[src/rtl/serial_adder_16.sv]
// Nibble-serial adder: adds two W-bit operands one 4-bit slice per cycle, LSB first,
// through a single 4-bit ripple-carry adder, with valid/ready handshakes on both sides.

module adder_4_bit (
    input  logic [3:0] i_a,
    input  logic [3:0] i_b,
    input  logic       i_cin,
    output logic [3:0] o_sum,
    output logic       o_cout
);
    logic [4:0] w_carry;

    always_comb begin
        w_carry    = '0;
        o_sum      = '0;
        w_carry[0] = i_cin;
        for (int i = 0; i < 4; i++) begin
            o_sum[i]     = i_a[i] ^ i_b[i] ^ w_carry[i];
            w_carry[i+1] = (i_a[i] & i_b[i]) | (w_carry[i] & (i_a[i] ^ i_b[i]));
        end
    end

    assign o_cout = w_carry[4];
endmodule

module serial_adder_16 #(
    parameter int unsigned NIBBLES = 4
) (
    input  logic                   clk,
    input  logic                   rst,
    input  logic                   in_valid,
    output logic                   in_ready,
    input  logic [4*NIBBLES-1:0]   a,
    input  logic [4*NIBBLES-1:0]   b,
    input  logic                   cin,
    output logic                   out_valid,
    input  logic                   out_ready,
    output logic [4*NIBBLES-1:0]   sum,
    output logic                   cout,
    output logic                   ovf,
    output logic                   busy
);
    localparam int unsigned W    = 4 * NIBBLES;
    localparam int unsigned IdxW = (NIBBLES > 1) ? $clog2(NIBBLES) : 1;
    localparam logic [IdxW-1:0] LastIdx = IdxW'(NIBBLES - 1);

    typedef enum logic [1:0] {StIdle, StCalc, StDone} state_e;

    state_e          r_state;
    logic [W-1:0]    r_a;
    logic [W-1:0]    r_b;
    logic [W-1:0]    r_sum;
    logic [IdxW-1:0] r_idx;
    logic            r_carry;
    logic            r_cout;
    logic            r_ovf;
    logic            r_in_ready;
    logic            r_out_valid;
    logic            r_busy;

    logic [3:0]      w_a_slice;
    logic [3:0]      w_b_slice;
    logic [3:0]      w_slice_sum;
    logic            w_slice_cout;
    logic            w_msb_cin;

    assign w_a_slice = 4'(r_a >> {r_idx, 2'b00});
    assign w_b_slice = 4'(r_b >> {r_idx, 2'b00});

    adder_4_bit u_adder (
        .i_a    (w_a_slice),
        .i_b    (w_b_slice),
        .i_cin  (r_carry),
        .o_sum  (w_slice_sum),
        .o_cout (w_slice_cout)
    );

    // Carry into bit 3 of the slice, recovered from the sum bit; only meaningful on the top slice.
    assign w_msb_cin = w_a_slice[3] ^ w_b_slice[3] ^ w_slice_sum[3];

    always_ff @(posedge clk) begin
        if (rst) begin
            r_state     <= StIdle;
            r_a         <= '0;
            r_b         <= '0;
            r_sum       <= '0;
            r_idx       <= '0;
            r_carry     <= 1'b0;
            r_cout      <= 1'b0;
            r_ovf       <= 1'b0;
            r_in_ready  <= 1'b1;
            r_out_valid <= 1'b0;
            r_busy      <= 1'b0;
        end else begin
            unique case (r_state)
                StIdle: begin
                    if (in_valid) begin
                        r_a        <= a;
                        r_b        <= b;
                        r_carry    <= cin;
                        r_idx      <= '0;
                        r_state    <= StCalc;
                        r_in_ready <= 1'b0;
                        r_busy     <= 1'b1;
                    end
                end
                StCalc: begin
                    r_sum[{r_idx, 2'b00} +: 4] <= w_slice_sum;
                    r_carry                    <= w_slice_cout;
                    r_idx                      <= r_idx + 1'b1;
                    if (r_idx == LastIdx) begin
                        r_cout      <= w_slice_cout;
                        r_ovf       <= w_msb_cin ^ w_slice_cout;
                        r_state     <= StDone;
                        r_out_valid <= 1'b1;
                    end
                end
                StDone: begin
                    if (out_ready) begin
                        r_state     <= StIdle;
                        r_out_valid <= 1'b0;
                        r_in_ready  <= 1'b1;
                        r_busy      <= 1'b0;
                    end
                end
                default: begin
                    r_state     <= StIdle;
                    r_in_ready  <= 1'b1;
                    r_out_valid <= 1'b0;
                    r_busy      <= 1'b0;
                end
            endcase
        end
    end

    assign in_ready  = r_in_ready;
    assign out_valid = r_out_valid;
    assign busy      = r_busy;
    assign sum       = r_sum;
    assign cout      = r_cout;
    assign ovf       = r_ovf;
endmodule
[config.mk]
export PLATFORM = sky130hd
export DESIGN_NAME = serial_adder_16
export DESIGN_NICKNAME = d
export VERILOG_FILES = /design/src/rtl/serial_adder_16.sv
export SDC_FILE = /design/constraint.sdc
export NUM_CORES = 1
export LEC_CHECK = 0
export CORE_MARGIN = 10
export CORE_UTILIZATION = 40
export CTS_CLUSTER_DIAMETER = 60
export DETAILED_ROUTE_END_ITERATION = 16
export GPL_ROUTABILITY_DRIVEN = 0
export GPL_TIMING_DRIVEN = 0
export PLACE_DENSITY = 0.77
export SYNTH_ARGS = -nofsm -noshare
export SYNTH_HDL_FRONTEND = slang
export SYNTH_SLANG_ARGS = --single-unit
[constraint.sdc]
create_clock -name clk -period 9.45 [get_ports clk]
set_input_delay 2.3625 -clock clk [delete_from_list [all_inputs] [get_ports clk]]
set_output_delay 2.3625 -clock clk [all_outputs]
set_load 0.02 [all_outputs]
==> summary.md <==
| Metric | Value |
|---|---|
| CTS sink count | 58 |
| Leak | 1.308 nW |
| Total congestion overflow | 0 |
| Reg2Reg Launch Point | r_idx[0]$_SDFFE_PP0P_ |
| Max Freq | 271.7 MHz |
| Period utilisation layout | 38.95% |
| Post-CTS Hold Buffers | 0 |
| Post-cts resize count | 0 |
| Delay-heaviest family, CP | buffers and inverters |
| Sequential-to-total area share from yosys stat | 44.72% |
| CTS root buf | clkbuf_8 |
| Max_cap viols | 0 |
| # rows | 29 |
| Crit path launch type | register |
| CP max FO | 3 |
| Worst skew pair latency | 0.34 ns |
| Endpoints failing setup | 0 |
| Drt first-iter violations | 105 |
| Worst Path Buf+Inv | 1 |
| Vias in the first global route | 2,269 |
| Total number of vias | 2,246 |
| HPWL Detailed | 4976 um |
| Crit path required time | 7.09 ns |
| Ant. Diodes | 0 |
| Period minus WS final | 3.680 ns |
| Buffers on Ports | 56 |
| RSZ-0062 raised after global routing | no |
| Net Count, Synth | 342 |
| Full die area | 10,110 sq um |
| Largest family of logic cells by synthesized area | simple AND/OR/NAND/NOR gates |
| Initial Utilization | 41.12% |
| H-Tree Depth | 3 |
| Worst-path cell chain | clkdlybuf4s50_1 |
| Share of layout cells above drive strength 1 | 10.66% |
| R2R depth | 11 |
| Drt first pass iters | 4 |
| Outcome | completed |
| Max-slew violations | 0 |
| Worst IR Drop VDD | 98.31 uV |
| I/O pins | 58 |
| Initial antenna violation count | 0 |
| Core area | 6314 sq um |
| Crit-path max cell delay | 0.62 ns |
| Slowest CP cell | clkdlybuf4s50_1 |
| CTS tree | done |
| CP Capture Type | primary output |
| Wire per inst | 14.70 um |
| Syn avg cell area | 8.831 sq um |
| Worst hold path class | reg -> reg |
| Hold EP | sum[2]$_SDFFE_PP0P_ |
| Fill count | 607 |
| Synth Warn # | 0 |
| Setup Fix Bufs, Post-CTS | 0 |
| Overall die height | 100.6 um |
| Slew margin rel. | 67.90% |
| Post-Synthesis Cells | 294 |
| Post-synthesis mux area share | 7.711% |
| CTS buffer count | 9 |
| Post-layout util | 54.76% |
| Area grow syn2layout | 33.16% |
| Hold Crit Start | sum[2]$_SDFFE_PP0P_ |
| Max clock buf depth | 2 |
| Total track usage | 13.28% |
| Arrival time at the worst endpoint | 1.32 ns |
| Synth Area in Simple Gates | 21.25% |
| R2R setup slack | 5.90 ns |
| Commonest cells after routing, fill and taps aside | nand2_1, dfxtp_1, clkdlybuf4s50_1 |
| Die width | 100.6 um |
| Cell area after synthesis | 2596 sq um |
| Tightest Pin Transition | 0.4805 ns |
| Wirelength, routed | 6510 um |
| #FFs+latches synth | 58 |
| Crit Path Class | reg -> out |
| Most common cell after layout, fill and taps aside | nand2_1 |
| Via density | 5.070 |
| Power Density | 167.5 nW/um^2 |
| Xor/xnor share of the synthesized area | 0.3373% |
| TNS Setup | 0 ns |
| Largest net degree at the start of global routing | 11 |
| Layout Nets | 409 |
| Post-Route Skew | 0.007912 ns |
| # DRC | 0 |
| RR Endpoint | ovf$_SDFFE_PP0P_ |
| First-pass GRT wire length | 10,600 um |
| Clock transition at the registers of the reported paths | 0.07 ns |
| Worst Hold Depth | 2 |
| Routed Antenna Nets | 0 |
| Yosys cell types | 32 |
| Synth Area in Adders | 6.458% |
| Final Hold Fails | 0 |
| Compound-Gate Fraction of Synth Area | 13.11% |
## synth_stat cells (all sizes together)
master	n	share of area [%]
o21bai	2	0.58
nor4bb	1	0.39
or3b	1	0.34
buf	14	3.7
inv	12	1.7
mux4	8	6.9
o21ai	2	0.39
and2	1	0.24
a32oi	4	1.3
o41ai	1	0.34
nand3b	6	1.7
nand4	12	2.9
a2bb2oi	1	0.34
nor2	11	1.6
fa	4	3.1
a21oi	48	9.3
nand2	78	11
a22oi	1	0.29
clkbuf	7	1.0
a221oi	1	0.34
xor2	1	0.34
mux2i	2	0.77
nand2b	1	0.24
nor3b	3	1.1
dfxtp	58	45
nor3	1	0.19
o22ai	1	0.24
nor2b	4	0.96
and3b	1	0.34
ha	7	3.4
## where the power goes
part           total [mW]  internal [mW]  switching (mW)
clock network       0.232          0.135          0.0978
logic              0.0851         0.0400          0.0452
registers           0.262          0.256         0.00585
total               0.579          0.430           0.149
## cell type report
type                            count  area, sq um  share of cell area (%)
Sequential cell                    58         1161                   33.59
Tap cell                           77        96.34                   2.787
Clock inverter                      5        52.55                   1.520
Buffer                             21        121.4                   3.511
Multi-Input combinational cell    203         1269                   36.70
Clock buffer                       11        151.4                   4.379
Inverter                           12        45.04                   1.303
Timing Repair Buffer               56        560.5                   16.21
## worst max path at each step
stage / start / end / slack (ns) / cells after the start
floorplan: in_valid / r_a[0]$_SDFFE_PP0P_ / 6.25 / 5
global placement: in_valid / r_a[1]$_SDFFE_PP0P_ / 5.56 / 5
detailed placement: in_valid / r_a[0]$_SDFFE_PP0P_ / 5.55 / 5
CTS: out_valid$_SDFFE_PP0P_ / out_valid / 5.74 / 1
global route: r_idx[0]$_SDFFE_PP0P_ / ovf$_SDFFE_PP0P_ / 5.71 / 11
finish: out_valid$_SDFFE_PP0P_ / out_valid / 5.77 / 1
## registers in the layout (all words and copies together) (netlist names)
signal / cells
r_state: 2
r_carry: 1
r_idx: 2
ovf: 1
busy: 1
r_a: 16
cout: 1
in_ready: 1
sum: 16
r_b: 16
out_valid: 1
## metal layers
| metal | routed length, um | GRT usage (%) | vias to the layer above |
|---|---|---|---|
| met4 | 121 | 5.000 | 0 |
| met5 | 0 | 0 | - |
| met2 | 3263 | 22.40 | 62 |
| li1 | - | - | 1139 |
| met3 | 490 | 6.310 | 15 |
| met1 | 2634 | 14.06 | 1030 |
## per-stage QoR
step | cell area [sq um] | hold WS [ns] | setup slack (ns) | total power, mW | instances
6_report | 3457 | 0.4497 | 5.770 | 0.5792 | 443
5_1_grt | 3457 | 0.4690 | 5.714 | 0.6033 | 443
4_1_cts | 3457 | 0.4536 | 5.743 | 0.5833 | 443
3_5_place_dp | 3253 | 0.4454 | 5.552 | 0.3519 | 427
3_3_place_gp | 3253 | 0.4394 | 5.559 | 0.3492 | 427
2_1_floorplan | 2596 | 0.4331 | 6.252 | 0.3182 | 294
## worst min-delay path, stage by stage, from the launching register on
cell and delay, ns:
dfxtp_1 0.31, nand2_1 0.05, a21oi_1 0.05
## cells by family after synthesis
family,count (synthesis)
xor+xnor,1
compound gates,61
buf+inv,33
fa+ha+maj,11
flops,58
simple gates,120
mux,10
Note: power is estimated with default switching activity, not from simulation.
